`src/rtl/wb_sequencer.sv`:
```
// ---------------------------------------------------------------------------
// wb_sequencer
//
// Purpose:
//   Write-back sequencer in front of the register file's single write port.
//   Producers push write-back requests into a small in-order FIFO through a
//   valid/ready handshake. The block issues at most one register write per
//   cycle. A two-result ("wide") op becomes two writes: the high result to r7
//   first, then the low result to r6. A per-register pending mask is exported
//   so the issue logic can detect hazards.
//
// Parameters:
//   DEPTH     FIFO entries (power of two, >= 2)
//   W         data width
//
// Ports:
//   Clk        in   clock, all state updates on posedge
//   Reset_n    in   asynchronous active-low reset
//   ReqValid   in   write-back request present
//   ReqReady   out  request accepted this cycle if ReqValid is also high
//   ReqWide    in   two-result op (writes r7 then r6, ReqAddr ignored)
//   ReqAddr    in   destination register for a single write
//   ReqData    in   single-write data, or low (r6) result of a wide op
//   ReqDataHi  in   high (r7) result of a wide op
//   WriteEn    out  register-file write enable (registered)
//   Waddr      out  register-file write address (registered)
//   DataIn     out  register-file write data (registered)
//   Pending    out  bit r set while a queued or presented write targets r
//   Busy       out  FIFO non-empty, second half pending, or a write presented
// ---------------------------------------------------------------------------
module wb_sequencer #(
  parameter int DEPTH = 4,
  parameter int W     = 16
) (
  input  logic         Clk,
  input  logic         Reset_n,
  input  logic         ReqValid,
  output logic         ReqReady,
  input  logic         ReqWide,
  input  logic [2:0]   ReqAddr,
  input  logic [W-1:0] ReqData,
  input  logic [W-1:0] ReqDataHi,
  output logic         WriteEn,
  output logic [2:0]   Waddr,
  output logic [W-1:0] DataIn,
  output logic [7:0]   Pending,
  output logic         Busy
);

  localparam int AW = $clog2(DEPTH);

  typedef enum logic {IDLE, SECOND} state_t;

  state_t         state_q, state_d;
  logic [AW-1:0]  rd_ptr_q, rd_ptr_d;
  logic [AW-1:0]  wr_ptr_q, wr_ptr_d;
  logic [AW:0]    count_q, count_d;
  logic           we_q, we_d;
  logic [2:0]     waddr_q, waddr_d;
  logic [W-1:0]   data_q, data_d;

  // FIFO payload storage; validity is tracked by the pointers and count only.
  logic           fifo_wide [DEPTH];
  logic [2:0]     fifo_addr [DEPTH];
  logic [W-1:0]   fifo_data [DEPTH];
  logic [W-1:0]   fifo_hi   [DEPTH];

  logic           push;
  logic           pop;

  // No bypass: a full FIFO refuses even if the head is popping this cycle.
  assign ReqReady = (count_q < (AW+1)'(DEPTH)) && Reset_n;
  assign push     = ReqValid && ReqReady;

  // Issue FSM next-state. A wide head is read twice: r7 without popping,
  // then r6 from SECOND together with the pop.
  always_comb begin
    state_d = state_q;
    we_d    = 1'b0;
    waddr_d = waddr_q;
    data_d  = data_q;
    pop     = 1'b0;
    case (state_q)
      IDLE: begin
        if (count_q != '0) begin
          we_d = 1'b1;
          if (fifo_wide[rd_ptr_q]) begin
            waddr_d = 3'd7;
            data_d  = fifo_hi[rd_ptr_q];
            state_d = SECOND;
          end else begin
            waddr_d = fifo_addr[rd_ptr_q];
            data_d  = fifo_data[rd_ptr_q];
            pop     = 1'b1;
          end
        end
      end
      SECOND: begin
        we_d    = 1'b1;
        waddr_d = 3'd6;
        data_d  = fifo_data[rd_ptr_q];
        pop     = 1'b1;
        state_d = IDLE;
      end
      default: state_d = IDLE;
    endcase
  end

  // Pointer and occupancy bookkeeping; pointers wrap naturally at AW bits.
  always_comb begin
    wr_ptr_d = push ? wr_ptr_q + 1'b1 : wr_ptr_q;
    rd_ptr_d = pop  ? rd_ptr_q + 1'b1 : rd_ptr_q;
    count_d  = count_q;
    if (push && !pop) begin
      count_d = count_q + 1'b1;
    end else if (!push && pop) begin
      count_d = count_q - 1'b1;
    end
  end

  always_ff @(posedge Clk or negedge Reset_n) begin
    if (!Reset_n) begin
      state_q  <= IDLE;
      rd_ptr_q <= '0;
      wr_ptr_q <= '0;
      count_q  <= '0;
      we_q     <= 1'b0;
      waddr_q  <= '0;
      data_q   <= '0;
    end else begin
      state_q  <= state_d;
      rd_ptr_q <= rd_ptr_d;
      wr_ptr_q <= wr_ptr_d;
      count_q  <= count_d;
      we_q     <= we_d;
      waddr_q  <= waddr_d;
      data_q   <= data_d;
    end
  end

  always_ff @(posedge Clk) begin
    if (push) begin
      fifo_wide[wr_ptr_q] <= ReqWide;
      fifo_addr[wr_ptr_q] <= ReqAddr;
      fifo_data[wr_ptr_q] <= ReqData;
      fifo_hi[wr_ptr_q]   <= ReqDataHi;
    end
  end

  // Pending mask: entry i counting from the head is live when i < count.
  // A wide head still in the FIFO keeps both r6 and r7 marked.
  always_comb begin
    Pending = '0;
    for (int i = 0; i < DEPTH; i++) begin
      if ((AW+1)'(i) < count_q) begin
        if (fifo_wide[rd_ptr_q + AW'(i)]) begin
          Pending[7:6] = 2'b11;
        end else begin
          Pending[fifo_addr[rd_ptr_q + AW'(i)]] = 1'b1;
        end
      end
    end
    if (we_q) begin
      Pending[waddr_q] = 1'b1;
    end
  end

  assign WriteEn = we_q;
  assign Waddr   = waddr_q;
  assign DataIn  = data_q;
  assign Busy    = (count_q != '0) || (state_q == SECOND) || we_q;

endmodule

```
`config.mk`:
```
export PLATFORM = sky130hd
export DESIGN_NAME = wb_sequencer
export DESIGN_NICKNAME = d
export VERILOG_FILES = /design/src/rtl/wb_sequencer.sv
export SDC_FILE = /design/constraint.sdc
export NUM_CORES = 1
export LEC_CHECK = 0
export ABC_AREA = 1
export BUFFER_PORTS_ARGS = -buffer_cell sky130_fd_sc_hd__buf_2
export CORE_MARGIN = 2
export CORE_UTILIZATION = 56
export DETAILED_ROUTE_END_ITERATION = 6
export PLACE_DENSITY_LB_ADDON = 0.3
export SYNTH_ARGS = -nofsm -noshare
export SYNTH_HDL_FRONTEND = slang
export SYNTH_SLANG_ARGS = --single-unit
```
`constraint.sdc`:
```
create_clock -name Clk -period 3.8 [get_ports Clk]
set_clock_uncertainty 0.2 [all_clocks]
set_input_delay 0.95 -clock Clk [delete_from_list [all_inputs] [get_ports Clk]]
set_output_delay 0.95 -clock Clk [all_outputs]
set_load 0.02 [all_outputs]
```
==> reports/results.tsv <==
stage	metric	value	unit
layout	Core Util, Final	65.6	%
sta	Fmax achieved	284	MHz
min_path	hold path depth	2	
layout	Layout Nets	855	
clock_network	Worst-path clk slew	60	ps
pwr	Max IR drop VDD	435	µV
drt	residual DRC count	0	
critical_path	Critical Path End Type	output pin	
sta	WHS	317	ps
global_route	GRT Total Usage	24.6	%
layout	design area	8680	µm²
clock_network	CTS tree	yes	
yosys	main combinational cell family by area after synthesis	simple AND/OR/NAND/NOR gates	
drt	Wirelength per Cell	16.9	µm
drt	Post-Route WL	16800	µm
yosys	Syn Inst Count	734	
sta	crit path time final	3520	ps
yosys	top area cells in the synthesized netlist	edfxtp_1 (57%), nand2_1 (14%), dfrtp_1 (9.2%), nor2_1 (2.4%), nand4_1 (2.4%)	
sta	Setup WS post-layout	280	ps
clock_network	PostCTS Resize Cnt	0	
place	Placement Cell Area	8120	µm²
yosys	#FFs+latches synth	172	
global_route	largest net degree at the start of global routing	37	
drt	vias per cell	5.41	
sta	final hold violation count	0	
sta	max_slew headroom	47.0	%
yosys	Post-Synth Adder-Cell Area	1.49	%
global_route	number of global-route vias before repair	5350	
yosys	top cell type's share of synthesized area	57.0	%
pwr	pwr dens	821	nW/µm²
yosys	simple-gate area share of the yosys netlist	23.3	%
yosys	Synth area leader	edfxtp_1	
clock_network	clk root buf	clkbuf_16	
drt	vias post-DR	5389	
global_route	grt ovf	0	
floorplan	FP Rows	42	
sta	final worst path period share	92.6	%
flow_run	MaxCap Viol Count	0	
floorplan	Chip Width	120	µm
clock_network	clk_lat worst skew	420	ps
clock_network	CTS Buf Count	17	
drt	1st-iter DRT viols	522	
sta	Slew Viols, Final	0	
sta	final setup fails	0	
critical_path	Worst setup SP type	flip-flop	
sta	Least-Margin Pin Slew	793	ps
clock_network	H-Tree Depth	4	
yosys	sequential-to-total area share from yosys stat	66.3	%
clock_network	Clock Path Buffers	2	
pwr	Lkg Pwr	3.58	nW
layout	Area Overhead vs Synth	14.5	%
floorplan	initial core utilization	57.3	%
place	pre-CTS setup slack	722	ps
critical_path	Max FO, Critical Path	24	
floorplan	I/O pins	69	
place	Detailed Place HPWL	11100	µm
yosys	Syn Nets	782	
floorplan	die area	14500	µm²
drt	DRT Pass-1 Iters	5	
critical_path	Worst R2R Path Depth	12	
place	# port buffers	68	
yosys	mux share of post-synthesis cell area	0	%
yosys	XOR/XNOR share of the synthesized area	0.578	%
sta	RSZ-0062 raised after global routing	false	
global_route	initial antenna violation count	1	
critical_path	Setup CP Type	flip-flop to output pin	
yosys	Mean Syn Cell Area	10.3	µm²
yosys	compound-cell area share of the yosys netlist	3.71	%
layout	share of cells above drive strength 1	16.3	%
min_path	Hold WC Path Type	flip-flop to flip-flop	
floorplan	area of the core	13200	µm²
yosys	Post-Syn Area	7580	µm²
drt	post-route ant nets	0	
status	status	complete, no violations	
floorplan	Die H	120	µm
yosys	post-synthesis cell type count	29	
clock_network	Clock Sinks	172	
yosys	yosys warns	0	
sta	TNS Setup	0	ps
clock_network	postcts setup bufs	0	
critical_path	CP required	2650	ps
global_route	first-pass GRT wire length	26900	µm
place	GP Congestion	0.917	
critical_path	Worst EP arrival	2370	ps
clock_network	Post-CTS Hold Buffers	0	
[worst paths after layout]
check / startpoint / endpoint / slack (ps)
max: rd_ptr_q[0]$_DFFE_PN0P_ / Pending[2] / 280
min: DataIn[8]$_DFFE_PN0P_ / DataIn[8]$_DFFE_PN0P_ / 320
max reg2reg: count_q[0]$_DFFE_PN0P_ / count_q[2]$_DFFE_PN0P_ / 1050
min reg2reg: DataIn[8]$_DFFE_PN0P_ / DataIn[8]$_DFFE_PN0P_ / 320
max in group asynchronous: Reset_n / rd_ptr_q[0]$_DFFE_PN0P_ / 2760
min in group asynchronous: Reset_n / wr_ptr_q[1]$_DFFE_PN0P_ / 350
[logic make-up after synthesis]
family / after synthesis
AOI/OAI and AO/OA: 55
adders and majority gates: 9
and+or+nand+nor: 419
xor gates and xnor gates: 5
DFF: 172
buffers and inverters: 74
[layout make-up]
cell class / count / area [µm²]
multi-input combinational: 488 / 2240
tap: 176 / 220
timing repair buffer: 80 / 455
inverter: 48 / 185
fill: 1018 / 4560
antenna: 1 / 2.50
clock inverter: 9 / 57.6
sequential: 172 / 5020
clock buffer: 23 / 500
[cells in the mapped netlist (all sizes together)]
library cell / number
o21ai: 51
ha: 9
nor3: 16
nor2: 52
o22ai: 2
inv: 48
nand3: 34
xor2: 4
nand2: 287
edfxtp: 144
xnor2: 1
a31oi: 1
or2: 1
nand4: 29
a21boi: 1
buf: 26
dfrtp: 28
[worst max-delay path, cell delays in order (launching register included)]
cell and delay [ps]:
dfrtp_1 400, buf_4 290, inv_6 110, nand2_1 130
nand3_2 110, nand2_1 240, nand3_1 180, o21ai_1 190
nor2_1 80, nand2_1 70, buf_2 160
[registers in the layout, indices dropped and copies added, names as in the netlist, 2 cells and up]
register   cells
rd_ptr_q       2
Waddr          3
DataIn        16
count_q        3
fifo_wide      4
fifo_data     64
wr_ptr_q       2
fifo_hi       64
fifo_addr     12
[metal layers]
metal	track usage (%)	vias up	wire length [µm]
met5	0	-	0
met4	8.94	0	203
met3	4.34	19	863
met2	40.9	166	8520
met1	32.7	2591	7230
li1	-	2613	-
[power by group]
part / internal [W] / switching, W
Combinational: 0.000881 / 0.00208
Clock: 0.000929 / 0.000682
Sequential: 0.00234 / 0.000214
[through the flow]
step                cells  total power [W]
floorplan             734          0.00472
global placement      964          0.00545
detailed placement    964          0.00555
CTS                   996          0.00716
global route          997          0.00762
finish                997          0.00713
[cell usage in the layout (no fill, tap or decap), types with 16 or more instances in the layout]
cell,count
nand4_1,29
edfxtp_1,144
dfrtp_1,28
nor3_1,16
o21ai_1,31
nor2_1,45
o21ai_0,20
inv_1,39
nand3_1,31
clkbuf_16,19
nand2_1,281
buf_2,68
(Power assumes the default switching activity.)
